$ cat config.mk
export PLATFORM = sky130hd
export DESIGN_NAME = weight_loader_master_flat
export DESIGN_NICKNAME = d
export VERILOG_FILES = /design/src/rtl/weight_loader_master_if.sv /design/src/rtl/weight_loader_master.sv /design/src/flat_wrapper.sv
export SDC_FILE = /design/constraint.sdc
export NUM_CORES = 1
export LEC_CHECK = 0
export ABC_CLOCK_PERIOD_IN_PS = 3400
export BUFFER_PORTS_ARGS = -buffer_cell sky130_fd_sc_hd__buf_2
export CORE_AREA = 3 3 129 131
export CTS_CLUSTER_SIZE = 16
export DETAILED_ROUTE_END_ITERATION = 8
export DIE_AREA = 0 0 132 134
export GPL_TIMING_DRIVEN = 1
export PLACE_DENSITY = 0.68
export SYNTH_ARGS = -nofsm -noshare
export SYNTH_HDL_FRONTEND = slang
export SYNTH_SLANG_ARGS = --single-unit
$ cat constraint.sdc
create_clock -name wb_clk_i -period 3.4 [get_ports wb_clk_i]
set_input_delay 0.34 -clock wb_clk_i [delete_from_list [all_inputs] [get_ports wb_clk_i]]
set_output_delay 0.34 -clock wb_clk_i [all_outputs]
set_load 0.1 [all_outputs]
$ cat src/rtl/weight_loader_master_if.sv
// Wishbone write-master bus bundle between weight_loader_master and its slave.
// Latency: none (wires only). Backpressure: the slave stalls the master by withholding wbm_ack_i.
// Notes: the master drives cycle/strobe/address/data; the slave returns ack.
interface weight_loader_master_if;
    logic        wbm_cyc_o;
    logic        wbm_stb_o;
    logic        wbm_we_o;
    logic [3:0]  wbm_sel_o;
    logic [31:0] wbm_adr_o;
    logic [31:0] wbm_dat_o;
    logic        wbm_ack_i;

    modport master (
        output wbm_cyc_o, wbm_stb_o, wbm_we_o, wbm_sel_o, wbm_adr_o, wbm_dat_o,
        input  wbm_ack_i
    );

    modport slave (
        input  wbm_cyc_o, wbm_stb_o, wbm_we_o, wbm_sel_o, wbm_adr_o, wbm_dat_o,
        output wbm_ack_i
    );
endinterface

$ cat src/rtl/weight_loader_master.sv
// weight_loader_master: buffers weight words and writes NUM_WORDS of them as single Wishbone writes.
// Latency: one FETCH cycle before each write and one GAP cycle after each ack.
// Backpressure: push_ready_o low while the FIFO is full; XFER waits for ack, or aborts
// after TIMEOUT_CYCLES when WEIGHT_LOADER_TIMEOUT_EN is defined.

module wl_fifo #(
    parameter int W     = 32,
    parameter int DEPTH = 4
) (
    input  logic                     clk,
    input  logic                     rst,
    input  logic                     push,
    input  logic                     pop,
    input  logic [W-1:0]             din,
    output logic [W-1:0]             dout,
    output logic [$clog2(DEPTH):0]   count
);
    localparam int AW = $clog2(DEPTH);

    logic [W-1:0]  mem_q [DEPTH];
    logic [AW-1:0] wr_ptr_q, wr_ptr_d, rd_ptr_q, rd_ptr_d;
    logic [AW:0]   count_q, count_d;

    always_comb begin
        wr_ptr_d = wr_ptr_q;
        rd_ptr_d = rd_ptr_q;
        count_d  = count_q;
        if (push) wr_ptr_d = wr_ptr_q + AW'(1);
        if (pop)  rd_ptr_d = rd_ptr_q + AW'(1);
        if (push && !pop)      count_d = count_q + (AW+1)'(1);
        else if (pop && !push) count_d = count_q - (AW+1)'(1);
    end

    always_ff @(posedge clk) begin
        if (rst) begin
            wr_ptr_q <= '0;
            rd_ptr_q <= '0;
            count_q  <= '0;
        end else begin
            wr_ptr_q <= wr_ptr_d;
            rd_ptr_q <= rd_ptr_d;
            count_q  <= count_d;
        end
    end

    // Storage needs no reset: only entries below count are ever read.
    always_ff @(posedge clk) begin
        if (push) mem_q[wr_ptr_q] <= din;
    end

    assign dout  = mem_q[rd_ptr_q];
    assign count = count_q;
endmodule

module weight_loader_master #(
    parameter logic [31:0] BASE_ADDR      = 32'h30003000,
    parameter int          NUM_WORDS      = 16,
    parameter int          FIFO_DEPTH     = 4,
    parameter int          TIMEOUT_CYCLES = 15
) (
    input  logic                          wb_clk_i,
    input  logic                          wb_rst_i,
    input  logic                          start_i,
    input  logic                          push_valid_i,
    input  logic [31:0]                   push_data_i,
    output logic                          push_ready_o,
    weight_loader_master_if.master        wbm,
    output logic                          busy_o,
    output logic                          done_o,
    output logic                          err_o,
    output logic [4:0]                    words_done_o
);
    localparam int              CW        = $clog2(FIFO_DEPTH) + 1;
    localparam logic [CW-1:0]   FIFO_FULL = CW'(FIFO_DEPTH);
    localparam logic [4:0]      LAST_WORD = 5'(NUM_WORDS);

    if (NUM_WORDS < 1 || NUM_WORDS > 16 || TIMEOUT_CYCLES < 1 ||
        (FIFO_DEPTH & (FIFO_DEPTH - 1)) != 0) begin : g_bad_param
        $error("weight_loader_master: parameter out of range");
    end

    typedef enum logic [2:0] {S_IDLE, S_FETCH, S_XFER, S_GAP, S_DONE} state_t;

    state_t        state_q, state_d;
    logic [3:0]    idx_q, idx_d;
    logic [4:0]    wdone_q, wdone_d;
    logic          fifo_push, fifo_pop;
    logic [31:0]   fifo_head;
    logic [CW-1:0] fifo_count;
    logic          xfer;

`ifdef WEIGHT_LOADER_TIMEOUT_EN
    localparam int            TW       = $clog2(TIMEOUT_CYCLES + 1);
    localparam logic [TW-1:0] TMO_LAST = TW'(TIMEOUT_CYCLES - 1);
    logic [TW-1:0] tmo_q, tmo_d;
    logic          err_q, err_d;
`endif

    assign push_ready_o = (fifo_count < FIFO_FULL);
    assign fifo_push    = push_valid_i && push_ready_o;

    wl_fifo #(.W(32), .DEPTH(FIFO_DEPTH)) u_fifo (
        .clk   (wb_clk_i),
        .rst   (wb_rst_i),
        .push  (fifo_push),
        .pop   (fifo_pop),
        .din   (push_data_i),
        .dout  (fifo_head),
        .count (fifo_count)
    );

    // idx wraps to 0 after the 16th word; the 5-bit words_done carries the terminal compare.
    always_comb begin
        state_d  = state_q;
        idx_d    = idx_q;
        wdone_d  = wdone_q;
        fifo_pop = 1'b0;
`ifdef WEIGHT_LOADER_TIMEOUT_EN
        tmo_d    = tmo_q;
        err_d    = err_q;
`endif
        case (state_q)
            S_IDLE: begin
                if (start_i) begin
                    state_d = S_FETCH;
                    idx_d   = '0;
                    wdone_d = '0;
`ifdef WEIGHT_LOADER_TIMEOUT_EN
                    err_d   = 1'b0;
`endif
                end
            end
            S_FETCH: begin
`ifdef WEIGHT_LOADER_TIMEOUT_EN
                tmo_d = '0;
`endif
                if (fifo_count != '0) state_d = S_XFER;
            end
            S_XFER: begin
                if (wbm.wbm_ack_i) begin
                    fifo_pop = 1'b1;
                    idx_d    = idx_q + 4'd1;
                    wdone_d  = wdone_q + 5'd1;
                    state_d  = S_GAP;
                end
`ifdef WEIGHT_LOADER_TIMEOUT_EN
                else if (tmo_q == TMO_LAST) begin
                    err_d   = 1'b1;
                    state_d = S_IDLE;
                end else begin
                    tmo_d = tmo_q + TW'(1);
                end
`endif
            end
            S_GAP:   state_d = (wdone_q == LAST_WORD) ? S_DONE : S_FETCH;
            S_DONE:  state_d = S_IDLE;
            default: state_d = S_IDLE;
        endcase
    end

    always_ff @(posedge wb_clk_i) begin
        if (wb_rst_i) begin
            state_q <= S_IDLE;
            idx_q   <= '0;
            wdone_q <= '0;
`ifdef WEIGHT_LOADER_TIMEOUT_EN
            tmo_q   <= '0;
            err_q   <= 1'b0;
`endif
        end else begin
            state_q <= state_d;
            idx_q   <= idx_d;
            wdone_q <= wdone_d;
`ifdef WEIGHT_LOADER_TIMEOUT_EN
            tmo_q   <= tmo_d;
            err_q   <= err_d;
`endif
        end
    end

    // Bus outputs decode straight from the state register, so they are stable for the whole XFER.
    assign xfer          = (state_q == S_XFER);
    assign wbm.wbm_cyc_o = xfer;
    assign wbm.wbm_stb_o = xfer;
    assign wbm.wbm_we_o  = xfer;
    assign wbm.wbm_sel_o = xfer ? 4'hF : 4'h0;
    assign wbm.wbm_adr_o = xfer ? (BASE_ADDR + {26'd0, idx_q, 2'b00}) : 32'd0;
    assign wbm.wbm_dat_o = xfer ? fifo_head : 32'd0;

    assign busy_o       = (state_q == S_FETCH) || xfer || (state_q == S_GAP);
    assign done_o       = (state_q == S_DONE);
    assign words_done_o = wdone_q;
`ifdef WEIGHT_LOADER_TIMEOUT_EN
    assign err_o        = err_q;
`else
    assign err_o        = 1'b0;
`endif
endmodule

$ cat src/flat_wrapper.sv
// flat-port wrapper written by rule: the top's interface ports become plain ports
module weight_loader_master_flat 
#(
    parameter logic [31:0] BASE_ADDR      = 32'h30003000,
    parameter int          NUM_WORDS      = 16,
    parameter int          FIFO_DEPTH     = 4,
    parameter int          TIMEOUT_CYCLES = 15
)
  (wb_clk_i, wb_rst_i, start_i, push_valid_i, push_data_i, push_ready_o, busy_o, done_o, err_o, words_done_o, wbm_wbm_cyc_o, wbm_wbm_stb_o, wbm_wbm_we_o, wbm_wbm_sel_o, wbm_wbm_adr_o, wbm_wbm_dat_o, wbm_wbm_ack_i);
  weight_loader_master_if wbm_i ();
  input  logic wb_clk_i;
  input  logic wb_rst_i;
  input  logic start_i;
  input  logic push_valid_i;
  input  logic [31:0] push_data_i;
  output logic push_ready_o;
  output logic busy_o;
  output logic done_o;
  output logic err_o;
  output logic [4:0] words_done_o;
  output wire logic [$bits(wbm_i.wbm_cyc_o)-1:0] wbm_wbm_cyc_o;
  output wire logic [$bits(wbm_i.wbm_stb_o)-1:0] wbm_wbm_stb_o;
  output wire logic [$bits(wbm_i.wbm_we_o)-1:0] wbm_wbm_we_o;
  output wire logic [$bits(wbm_i.wbm_sel_o)-1:0] wbm_wbm_sel_o;
  output wire logic [$bits(wbm_i.wbm_adr_o)-1:0] wbm_wbm_adr_o;
  output wire logic [$bits(wbm_i.wbm_dat_o)-1:0] wbm_wbm_dat_o;
  input wire logic [$bits(wbm_i.wbm_ack_i)-1:0] wbm_wbm_ack_i;
  assign wbm_wbm_cyc_o = wbm_i.wbm_cyc_o;
  assign wbm_wbm_stb_o = wbm_i.wbm_stb_o;
  assign wbm_wbm_we_o = wbm_i.wbm_we_o;
  assign wbm_wbm_sel_o = wbm_i.wbm_sel_o;
  assign wbm_wbm_adr_o = wbm_i.wbm_adr_o;
  assign wbm_wbm_dat_o = wbm_i.wbm_dat_o;
  assign wbm_i.wbm_ack_i = wbm_wbm_ack_i;
  weight_loader_master #(.BASE_ADDR(BASE_ADDR), .NUM_WORDS(NUM_WORDS), .FIFO_DEPTH(FIFO_DEPTH), .TIMEOUT_CYCLES(TIMEOUT_CYCLES)) u_core (.wb_clk_i(wb_clk_i), .wb_rst_i(wb_rst_i), .start_i(start_i), .push_valid_i(push_valid_i), .push_data_i(push_data_i), .push_ready_o(push_ready_o), .wbm(wbm_i), .busy_o(busy_o), .done_o(done_o), .err_o(err_o), .words_done_o(words_done_o));
endmodule
==> results.ini, run 1 <==
[clock_tree]
cts_setup_buffers = 0
clockBufferDepth = 2
cts_hold_buf = 0
cts.repair.resized = 0
clk_latency_ns = 0.42
cts-root-buf = clkbuf_16
tritoncts = built
clock_sinks = 149
cts_max_level = 4
numCtsBuffers = 17
clkTransAtPathRegs_ns = 0.06

[synthesis]
synthCells = 364
synth_compound_area_share_pct = 2.303
synth_mux_area_share_pct = 11.96
synthSimpleGateAreaFrac_pct = 7.089
syn_area_per_cell_um2 = 17.02
ys_types = 36
yosysSeqAreaShare_pct = 68.83
yosys_warnings = 0
yosys.area_share.adder_pct = 1.939
synth-seq-cells = 149
synth_area_um2 = 6195
synth_xor_xnor_area_share_pct = 0.9897
synth_top_family_by_area = multiplexers

[timing]
fin_crit_sh_pct = 79.43
drv_slew = 0
hold_viol = 0
rsz0062_at_grt = no
relSlewSlack_pct = 38.07
fin_skew_ns = 0.01707
finalSetupTns_ns = 0
fin_crit_ns = 2.701
fmax_mhz = 370.3
worst_pin_slew_ns = 0.9289
timing.final.setup_violations = 0

[floorplan]
dieArea_um2 = 17690
start_util_pct = 39.43
die_y_um = 134
die_w_um = 132
rows = 46
coreArea_um2 = 15710
io_pins = 117

[hold_path]
min_to = u_core.u_fifo.mem_q[2][26]
min_path_cells = 1
hp-start = push_data_i[26]
min_path_type = input pin to flop

[placement]
gp_congestion = 0.7326
place_hpwl_um = 7215
portBuffers = 91

[worst_setup_path]
worstReg2RegStart = u_core.state_q[0]
reg2regPathDepth = 9
path_max_fanout = 20
path_class = flop to output pin
end_kind = output pin
cp-start-kind = flop
slowest_stage = dfxtp_2
worstPathCellList = buf_12 -> mux4_2 -> and3_1 -> buf_2
cp.required_ns = 3.06
cp_top_family = flip-flops
cp.arrival_ns = 2.36
ff2ff_setup_slack_ns = 1.20
reg2reg_to = u_core.u_fifo.count[2]
max_stage_delay_ns = 0.64
path_buf_inv = 2

[global_routing]
grt_max_degree = 45
antenna_found_initial = 2
grt_overflow = 0
grt_pass1_vias = 3407
gr-usage-all-layers_pct = 13.96
grt_pass1_wl_um = 18710

[routing]
wl_per_cell_um = 17.71
viasPerCell = 4.960
firstDrtPassIters = 4
postRouteAntennaNets = 0
drt_iter0_markers = 152
vias = 3343
drc_errors = 0
wl_um = 11940

[power]
max-vdd-ir-drop_mv = 0.5422
p_leak_nw = 2.770
p_per_area_nw_per_um2 = 890.4

[flow_run]
drv_cap = 0

[final_layout]
nets = 490
final_common_cell = edfxtp_1
syn_to_final_growth_pct = 17.61
layout_common_cells = 128 x edfxtp_1, 91 x buf_2, 38 x and3_1, 32 x mux4_2, 25 x conb_1
layout-drive-gt1-share_pct = 36.54
final_util_pct = 46.37

[outcome]
status = finished clean

-- synth_stat cells (all sizes together) --
master	count	area share, %
a211oi	3	0.36
a21oi	3	0.24
a22oi	2	0.24
a311oi	5	0.71
a41oi	3	0.42
and2	5	0.50
and3	38	3.8
buf	47	5.7
clkbuf	11	0.67
conb	1	0.061
dfxtp	21	6.8
edfxtp	128	62
fa	1	0.32
ha	8	1.6
inv	8	0.48
mux2i	2	0.32
mux4	32	12
nand2	6	0.40
nand2b	2	0.20
nand3	3	0.24
nand4b	1	0.14
nor2	17	1.0
nor2b	1	0.10
nor3	2	0.16
nor4	2	0.20
nor4bb	1	0.16
o21ai	2	0.16
o21ba	1	0.16
or3	1	0.10
xnor2	3	0.42
xor2	4	0.57
-- registers in the layout, indices dropped and copies added, names as in the netlist, named ones only --
signal	cells
u_core.words_done_o	5
u_core.u_fifo.rd_ptr_q	2
u_core.u_fifo.count	3
u_core.u_fifo.wr_ptr_q	2
u_core.state_q	3
u_core.u_fifo.mem_q	128
u_core.idx_q	4
-- cells by family (layout without fill, tap and decap cells) --
group,count (synthesis),in the layout
flip-flops,149,149
AND/OR/NAND/NOR,79,79
buffers and inverters,66,135
multiplexers,34,34
AO/OA/AOI/OAI,19,19
adder cells (fa/ha/maj),9,9
XOR/XNOR,7,7
other,1,26
-- worst max path at each step --
stage	start	to	slack, ns	cells after the start
4_1_cts	flop	wbm_wbm_dat_o[16]	0.60	4
6_report	flop	wbm_wbm_dat_o[16]	0.70	4
3_3_place_gp	flop	wbm_wbm_dat_o[12]	1.07	4
5_1_grt	flop	wbm_wbm_dat_o[16]	0.51	4
2_1_floorplan	u_core.state_q[1]	done_o	0.39	3
3_5_place_dp	flop	wbm_wbm_dat_o[16]	1.06	4
-- layer usage --
layer	part of all wire, %	up-vias	wire [um]	GRT usage (%)
li1	-	1515	-	-
met1	42	1688	5008	16.66
met2	50	124	5926	23.23
met3	7.3	12	872	5.926
met4	0.82	4	98	4.142
met5	0.28	-	34	0
-- worst register-to-register path: cells and delay by family (launching register included) --
family	cells	cell delay [ns]
flops	1	0.54
fa+ha+maj	2	0.54
simple gates	2	0.40
buf+inv	3	0.34
xor+xnor	1	0.16
compound gates	1	0.14
-- report_power, final --
group	switching, mW	internal (mW)	leakage (nW)
registers	0.104	2.24	1.34
clock network	0.739	1.16	0.291
logic	1.79	0.454	1.13
total	2.64	3.85	2.77
-- final cells by class --
cell class	instances	area, um^2
fillers	1379	8427
flip-flops and latches	149	4268
multi-input cells	173	1617
repair buffers	95	498.0
clock buffers	18	429.2
well taps	216	270.3
clock inverters	14	171.4
inverters	8	30.03
diodes	1	2.502
-- metrics by stage --
step	instance area [um^2]	setup WS [ns]	power, mW	hold slack (ns)	instances
floorplan	6285	0.3928	4.349	0.4389	388
global placement	6683	1.073	4.625	0.4712	641
detailed placement	6683	1.062	4.657	0.4675	641
CTS	7283	0.6022	6.558	0.1153	673
global route	7283	0.5130	6.743	0.1185	673
finish	7286	0.6992	6.487	0.1308	674
(Power assumes the default switching activity.)
==> run 2: changes to the inputs <==
--- a/config.mk
+++ b/config.mk
@@ -5,12 +5,13 @@
 export SDC_FILE = /design/constraint.sdc
 export NUM_CORES = 1
 export LEC_CHECK = 0
-export ABC_CLOCK_PERIOD_IN_PS = 3400
+export ABC_AREA = 1
+export ABC_CLOCK_PERIOD_IN_PS = 2600
 export BUFFER_PORTS_ARGS = -buffer_cell sky130_fd_sc_hd__buf_2
-export CORE_AREA = 3 3 129 131
+export CORE_AREA = 3 3 130 132
 export CTS_CLUSTER_SIZE = 16
 export DETAILED_ROUTE_END_ITERATION = 8
-export DIE_AREA = 0 0 132 134
+export DIE_AREA = 0 0 133 135
 export GPL_TIMING_DRIVEN = 1
 export PLACE_DENSITY = 0.68
 export SYNTH_ARGS = -nofsm -noshare
==> constraint.sdc (replaced) <==
create_clock -name wb_clk_i -period 2.6 [get_ports wb_clk_i]
set_input_delay 0.26 -clock wb_clk_i [delete_from_list [all_inputs] [get_ports wb_clk_i]]
set_output_delay 0.26 -clock wb_clk_i [all_outputs]
set_load 0.1 [all_outputs]
==> run 2 against run 1 <==
Global-route usage rose by 1.5 points. Register-to-register slack got worse by 0.59 ns. Sequential cell count did not move. Critical path depth rose by 1. Sequential power rose by 21%. Wire length rose by 14%. Worst hold slack got worse by 0.072 ns. Synthesized cell count rose by 55%. Largest cell class unchanged. Highest routed layer unchanged.
==> results.ini, run 2 <==
[timing]
holdWs_ns = 0.05912  ; -0.07171 ns
finalSetupTns_ns = 0  ; unchanged
drv_slew = 0  ; unchanged
worst_pin_slew_ns = 0.7034  ; -0.2255 ns
worst_slack_ns = 0.1223  ; -0.5769 ns
relSlewSlack_pct = 53.00  ; +15 points
hold_viol = 0  ; unchanged
fin_skew_ns = 0.006024  ; -0.01105 ns
fin_crit_sh_pct = 95.30
rsz0062_at_grt = yes
fmax_mhz = 403.6
timing.final.setup_violations = 0  ; unchanged
fin_crit_ns = 2.478

[synthesis]
syn_area_per_cell_um2 = 11.22  ; -34%
yosys_warnings = 0  ; unchanged
netlist_top_cells_count = 149 x nor2_1, 128 x edfxtp_1, 67 x o21ai_0
synth-seq-cells = 149  ; unchanged
yosysSeqAreaShare_pct = 67.29  ; -1.5 points
synthCells = 565  ; +55%
ys_types = 29  ; -19%
yosysMostFrequentCell = nor2_1
yosysTopAreaCell = edfxtp_1
synthArstFlopShare_pct = 0  ; unchanged
synth_ff_type = edfxtp_1
synth_area_um2 = 6337  ; +2.3%
synth_edf_count = 128  ; unchanged
synthTopCellsByArea = edfxtp_1 61%, nor2_1 8.8%, dfxtp_1 6.6%
synth_top_area_share_pct = 60.65  ; -1.4 points

[final_layout]
layout-drive-gt1-share_pct = 23.33  ; -13 points
layout_common_cells = 144 x nor2_1, 128 x edfxtp_1, 66 x o21ai_0, 59 x buf_2, 43 x a21oi_1
regMostFlops = u_core.u_fifo.mem_q
nets = 693  ; +41%
antenna-diode-count = 0  ; -1
largest_reg_flops = 128  ; unchanged
fin_cells = 876  ; +30%
syn_to_final_growth_pct = 27.23
final_common_cell = nor2_1
fillerInstances = 1360  ; -1.4%

[global_routing]
grt_pass1_wl_um = 21450  ; +15%
grt_max_degree = 65  ; +44%
grt_overflow = 0  ; unchanged
antenna_found_initial = 1  ; -1
grt_pass1_vias = 4145  ; +22%
gr-usage-all-layers_pct = 15.49  ; +1.5 points

[placement]
dp_slack_ns = 0.5206  ; -0.5415 ns
dp.cells = 844  ; +32%
gp_congestion = 0.7569  ; +3.3%
portBuffers = 91  ; unchanged
place_hpwl_um = 8383  ; +16%

[floorplan]
dieArea_um2 = 17960  ; +1.5%
die_w_um = 133  ; +0.76%
io_pins = 117  ; unchanged
rows = 46  ; unchanged
die_y_um = 135  ; +0.75%
start_util_pct = 40.04  ; +0.61 points
coreArea_um2 = 15830  ; +0.73%

[clock_tree]
cts_max_level = 4  ; unchanged
clock_sinks = 149  ; unchanged
cts-root-buf = clkbuf_16
clockBufferDepth = 2  ; unchanged
tritoncts = built
numCtsBuffers = 17  ; unchanged
cts_hold_buf = 0  ; unchanged
cts_setup_buffers = 0  ; unchanged
clkTransAtPathRegs_ns = 0.06  ; about the same
clk_latency_ns = 0.41  ; about the same

[power]
p_per_area_nw_per_um2 = 812.5  ; -8.7%
p_leak_nw = 3.014  ; +8.8%
max-vdd-ir-drop_mv = 0.3961  ; -27%

[routing]
vias = 4227  ; +26%
wl_um = 13660  ; +14%
drt_iter0_markers = 290  ; +91%
firstDrtPassIters = 4  ; unchanged
wl_per_cell_um = 15.60  ; -12%
viasPerCell = 4.825  ; -2.7%
postRouteAntennaNets = 0  ; unchanged
drc_errors = 0  ; unchanged

[hold_path]
min_path_type = input pin to flop

[flow_run]
drv_cap = 0  ; unchanged

[worst_setup_path]
reg2reg_to = u_core.u_fifo.count[2]
cp.arrival_ns = 2.22  ; -0.14 ns
cp.required_ns = 2.34  ; -0.72 ns
cp-start-kind = flop
worstReg2RegStart = u_core.state_q[0]
path_max_fanout = 32  ; +60%
reg2regPathDepth = 9  ; unchanged
ff2ff_setup_slack_ns = 0.61  ; -0.59 ns
end_kind = output pin
path_class = flop to output pin
cp-endpoint = wbm_wbm_dat_o[10]

[outcome]
status = finished clean

run 2: cell count changes in the layout (fill, tap and decap cells not counted), moves of 38 or more:
cell,previous run,this run
a21oi_1,3,43
and3_1,38,0
buf_12,1,39
nor2_1,16,144
o21ai_0,2,66
run 2: repair_timing:
action,4_1_cts,5_1_grt
resized for setup,0,8
endpoints found under the hold margin,0,0
setup endpoints to repair,0,19
run 2: worst min path at each step:
stage	to	depth (start not counted)	startpoint	slack [ns]
finish	u_core.u_fifo.mem_q[3][29]	1	push_data_i[29]	0.06
global route	u_core.u_fifo.mem_q[0][27]	1	push_data_i[27]	0.04
CTS	u_core.u_fifo.mem_q[3][29]	1	push_data_i[29]	0.04
detailed placement	u_core.u_fifo.mem_q[1][18]	1	push_data_i[18]	0.48
global placement	u_core.u_fifo.mem_q[2][8]	1	push_data_i[8]	0.47
floorplan	u_core.u_fifo.mem_q[0][0]	0	push_data_i[0]	0.36
run 2: power by group:
| group | switching (mW) | internal [mW] | leakage [nW] |
|---|---|---|---|
| combinational | 0.960 | 0.291 | 1.36 |
| sequential | 0.0513 | 2.77 | 1.34 |
| clock | 0.906 | 1.57 | 0.313 |
| total | 1.92 | 4.63 | 3.01 |
run 2: through the flow:
step	instance area [um^2]	total power [mW]	util, %
after floorplan	6435	3.804	-
after global placement	7408	4.086	46.81
after detailed placement	7408	4.124	46.81
after CTS	8033	6.612	50.75
after global routing	8063	6.788	50.94
final	8063	6.551	50.94
run 2: cells by family (layout without fill, tap and decap cells):
family	count (synthesis)	in the layout	synth area share, %
flops	149	149	67.29
other cells	1	25	0.05917
xor+xnor	1	1	0.1382
simple gates	189	189	12.16
compound gates	127	127	10.15
fa+ha+maj	9	9	1.895
buf+inv	89	160	8.312
run 2: final cells by class:
cell class,instances,area [um^2],area share [%]
clock buffer,24,545.5,6.766
clock inverter,8,78.83,0.9777
inverter,28,110.1,1.366
multi-input combinational,351,1700,21.09
sequential,149,4267,52.92
tap,216,270.3,3.352
timing repair buffer,100,1091,13.53
run 2: per-layer routing:
layer	track usage (%)	share of wire, %
met1	18.58	42
met5	0	0.051
met2	26.61	51
met4	6.755	1.4
met3	3.838	5.7
run 2: critical path, stage by stage (launching register included):
cell,delay [ns]
dfxtp_2,0.35
clkinvlp_4,0.57
nor2_1,0.25
o21ai_0,0.12
a21oi_1,0.29
buf_12,0.22
==> run 3: changes to the inputs <==
--- a/config.mk
+++ b/config.mk
@@ -8,6 +8,7 @@
 export ABC_AREA = 1
 export ABC_CLOCK_PERIOD_IN_PS = 2600
 export BUFFER_PORTS_ARGS = -buffer_cell sky130_fd_sc_hd__buf_2
+export CAP_MARGIN = 20
 export CORE_AREA = 3 3 130 132
 export CTS_CLUSTER_SIZE = 16
 export DETAILED_ROUTE_END_ITERATION = 8
==> constraint.sdc (replaced) <==
create_clock -name wb_clk_i -period 2.6 [get_ports wb_clk_i]
set_input_delay 0.13 -clock wb_clk_i [delete_from_list [all_inputs] [get_ports wb_clk_i]]
set_output_delay 0.13 -clock wb_clk_i [all_outputs]
set_load 0.1 [all_outputs]
==> run 3 against run 2 <==
First-iteration DRC count decreased by 7.9%. Sequential cell count stayed put. Power fell by 0.52%. Via count grew 4.3%. Worst setup slack better by 0.15 ns. Worst hold slack gained 0.049 ns. Utilization increased by 1.7 points. Cell area rose by 3.3%. Clock skew down 0.0012 ns. Non-clock buffer count rose by 37. Largest power group unchanged.
==> results.ini, run 3 (synthesized netlist as in run 2, its figures left out) <==
[power]
switching_share_pct = 30.56  ; +1.3 points
p_int_mw = 4.525  ; -2.3%
max-vdd-ir-drop_mv = 0.4686  ; +18%
p_leak_nw = 3.131  ; +3.9%
pwr-share-clk_pct = 37.0  ; -0.8 points
p_switching_mw = 1.992  ; +3.9%
seqPwrFrac_pct = 43.4  ; +0.3 points
comb_power_share_pct = 19.6  ; +0.5 points
p_per_area_nw_per_um2 = 782.6  ; -3.7%

[outcome]
status = finished clean

[placement]
place_hpwl_um = 8832  ; +5.4%
portBuffers = 91  ; unchanged
gp_congestion = 0.7390  ; -2.4%
dp_slack_ns = 0.6584  ; +0.1378 ns
place_area_um2 = 7401  ; -0.10%

[clock_tree]
numCtsBuffers = 17  ; unchanged
cts-root-buf = clkbuf_16
cts_setup_buffers = 0  ; unchanged
tritoncts = built
clock_sinks = 149  ; unchanged
clk_latency_ns = 0.42  ; about the same
clkTransAtPathRegs_ns = 0.06  ; about the same
cts_hold_buf = 33  ; +33
cts_max_level = 4  ; unchanged
clockBufferDepth = 2  ; unchanged
cts.repair.resized = 0  ; unchanged

[global_routing]
use_met3_pct = 3.987  ; +0.15 points
grt_max_degree = 45  ; -31%
grt_pass1_wl_um = 22800  ; +6.3%
grt_pass1_vias = 4541  ; +9.6%
top_usage_layer = met2
antenna_found_initial = 0  ; -1
gr-usage-all-layers_pct = 16.25  ; +0.75 points
grt_use_met1_pct = 18.96  ; +0.38 points
met2_usage_pct = 29.66  ; +3.0 points
grt_overflow = 0  ; unchanged

[worst_setup_path]
cp.arrival_ns = 2.20  ; -0.02 ns
path_class = flop to output pin
path_buf_inv = 2  ; unchanged
max_stage_delay_ns = 0.59  ; +0.02 ns
worstPathCellList = buf_4 -> nor2_1 -> nor2_1 -> o21ai_0 -> a21oi_1 -> buf_12
crit_cells = 6  ; +1
cpMostUsedCell = nor2_1
cp-start-kind = flop
slowest_stage = dfxtp_2
cp.required_ns = 2.47  ; +0.13 ns
path_max_fanout = 24  ; -25%
cp_top_family = flip-flops
reg2regPathDepth = 9  ; unchanged
end_kind = output pin

[routing]
wl_um = 14040  ; +2.7%
wl_per_cell_um = 15.37  ; -1.4%
viasPerCell = 4.830  ; +0.10%
drt_iter0_markers = 267  ; -7.9%
firstDrtPassIters = 4  ; unchanged
vias = 4410  ; +4.3%
drc_errors = 0  ; unchanged
postRouteAntennaNets = 0  ; unchanged

[timing]
fin_crit_ns = 2.332  ; -0.1457 ns
hold_viol = 0  ; unchanged
fin_crit_sh_pct = 89.69  ; -5.6 points
fmax_mhz = 428.8  ; +6.2%
relSlewSlack_pct = 58.67  ; +5.7 points
timing.final.setup_violations = 0  ; unchanged
rsz0062_at_grt = no
worst_slack_ns = 0.2680  ; +0.1457 ns
worst_pin_slew_ns = 0.6193  ; -0.08413 ns
drv_slew = 0  ; unchanged
fin_skew_ns = 0.004779  ; -0.001245 ns

[hold_path]
min_path_cells = 3  ; +2
min_path_type = input pin to flop

[floorplan]
dieArea_um2 = 17960  ; unchanged
die_w_um = 133  ; unchanged
die_y_um = 135  ; unchanged
rows = 46  ; unchanged
coreArea_um2 = 15830  ; unchanged
start_util_pct = 40.04  ; unchanged
io_pins = 117  ; unchanged

[final_layout]
layout_common_cells = 144 x nor2_1, 128 x edfxtp_1, 66 x o21ai_0, 59 x buf_2, 50 x a21oi_1
regMostFlops = u_core.u_fifo.mem_q
antenna-diode-count = 0  ; unchanged
largest_reg_flops = 128  ; unchanged
nets = 730  ; +5.3%
final_common_cell = nor2_1
layout-drive-gt1-share_pct = 21.66  ; -1.7 points
syn_to_final_growth_pct = 31.41
final_cell_area_um2 = 8328  ; +3.3%

[flow_run]
drv_cap = 0  ; unchanged

[run 3: changes by cell type in the layout (fill, tap and decap cells not counted), moves of 2 or more]
cell | before | now
inv_6 | 2 | 4
clkinvlp_4 | 1 | 4
buf_12 | 39 | 36
clkbuf_16 | 20 | 17
dlygate4sd3_1 | 0 | 33
a21oi_1 | 43 | 50
buf_4 | 2 | 9
clkinv_4 | 1 | 4
inv_4 | 2 | 0
clkbuf_8 | 3 | 0
clkinv_2 | 3 | 1
a21oi_2 | 7 | 0
[run 3: per-layer routing]
metal	part of all wire [%]	routed length (um)
met2	53	7452
met4	0.63	89
met5	0	0
met1	41	5801
met3	4.9	693
[run 3: power groups by stage]
stage	combinational [mW]	sequential, mW	clock [mW]
floorplan	0.934	2.87	0
global placement	1.21	2.87	0
detailed placement	1.24	2.88	0
CTS	1.29	2.83	2.46
global route	1.36	2.84	2.59
finish	1.28	2.83	2.41
[run 3: final timing paths]
| check | to | start | slack (ns) |
|---|---|---|---|
| setup / recovery | wbm_wbm_dat_o[12] | flop | 0.27 |
| setup reg to reg | u_core.u_fifo.count[2] | u_core.state_q[0] | 0.60 |
| hold / removal | u_core.u_fifo.rd_ptr_q[0] | wbm_wbm_ack_i | 0.11 |
| hold reg to reg | u_core.idx_q[1] | u_core.idx_q[1] | 0.52 |
[run 3: cell type report]
cell class	count	area, um^2
repair buffers	137	1414
well taps	216	270.3
inverters	28	106.4
clock buffers	17	425.4
fillers	1338	7500
flip-flops and latches	149	4267
clock inverters	15	171.4
multi-input cells	351	1674
[run 3: worst reg2reg max path, delay by kind of cell, from the launching register on]
family,cells,cell delay [ns]
AOI/OAI and AO/OA,2,0.23
buffers and inverters,1,0.07
adders and majority gates,2,0.54
and+or+nand+nor,4,0.62
DFF,1,0.46
[run 3: per-stage QoR]
step | setup TNS (ns) | util [%] | cells | power, mW | hold slack [ns]
2_1_floorplan | -65.66 | - | 589 | 3.804 | 0.2289
3_3_place_gp | 0 | 46.76 | 848 | 4.084 | 0.3413
3_5_place_dp | 0 | 46.76 | 848 | 4.121 | 0.3491
4_1_cts | 0 | 52.62 | 913 | 6.580 | 0.08815
5_1_grt | 0 | 52.62 | 913 | 6.787 | 0.1263
6_report | 0 | 52.62 | 913 | 6.517 | 0.1083
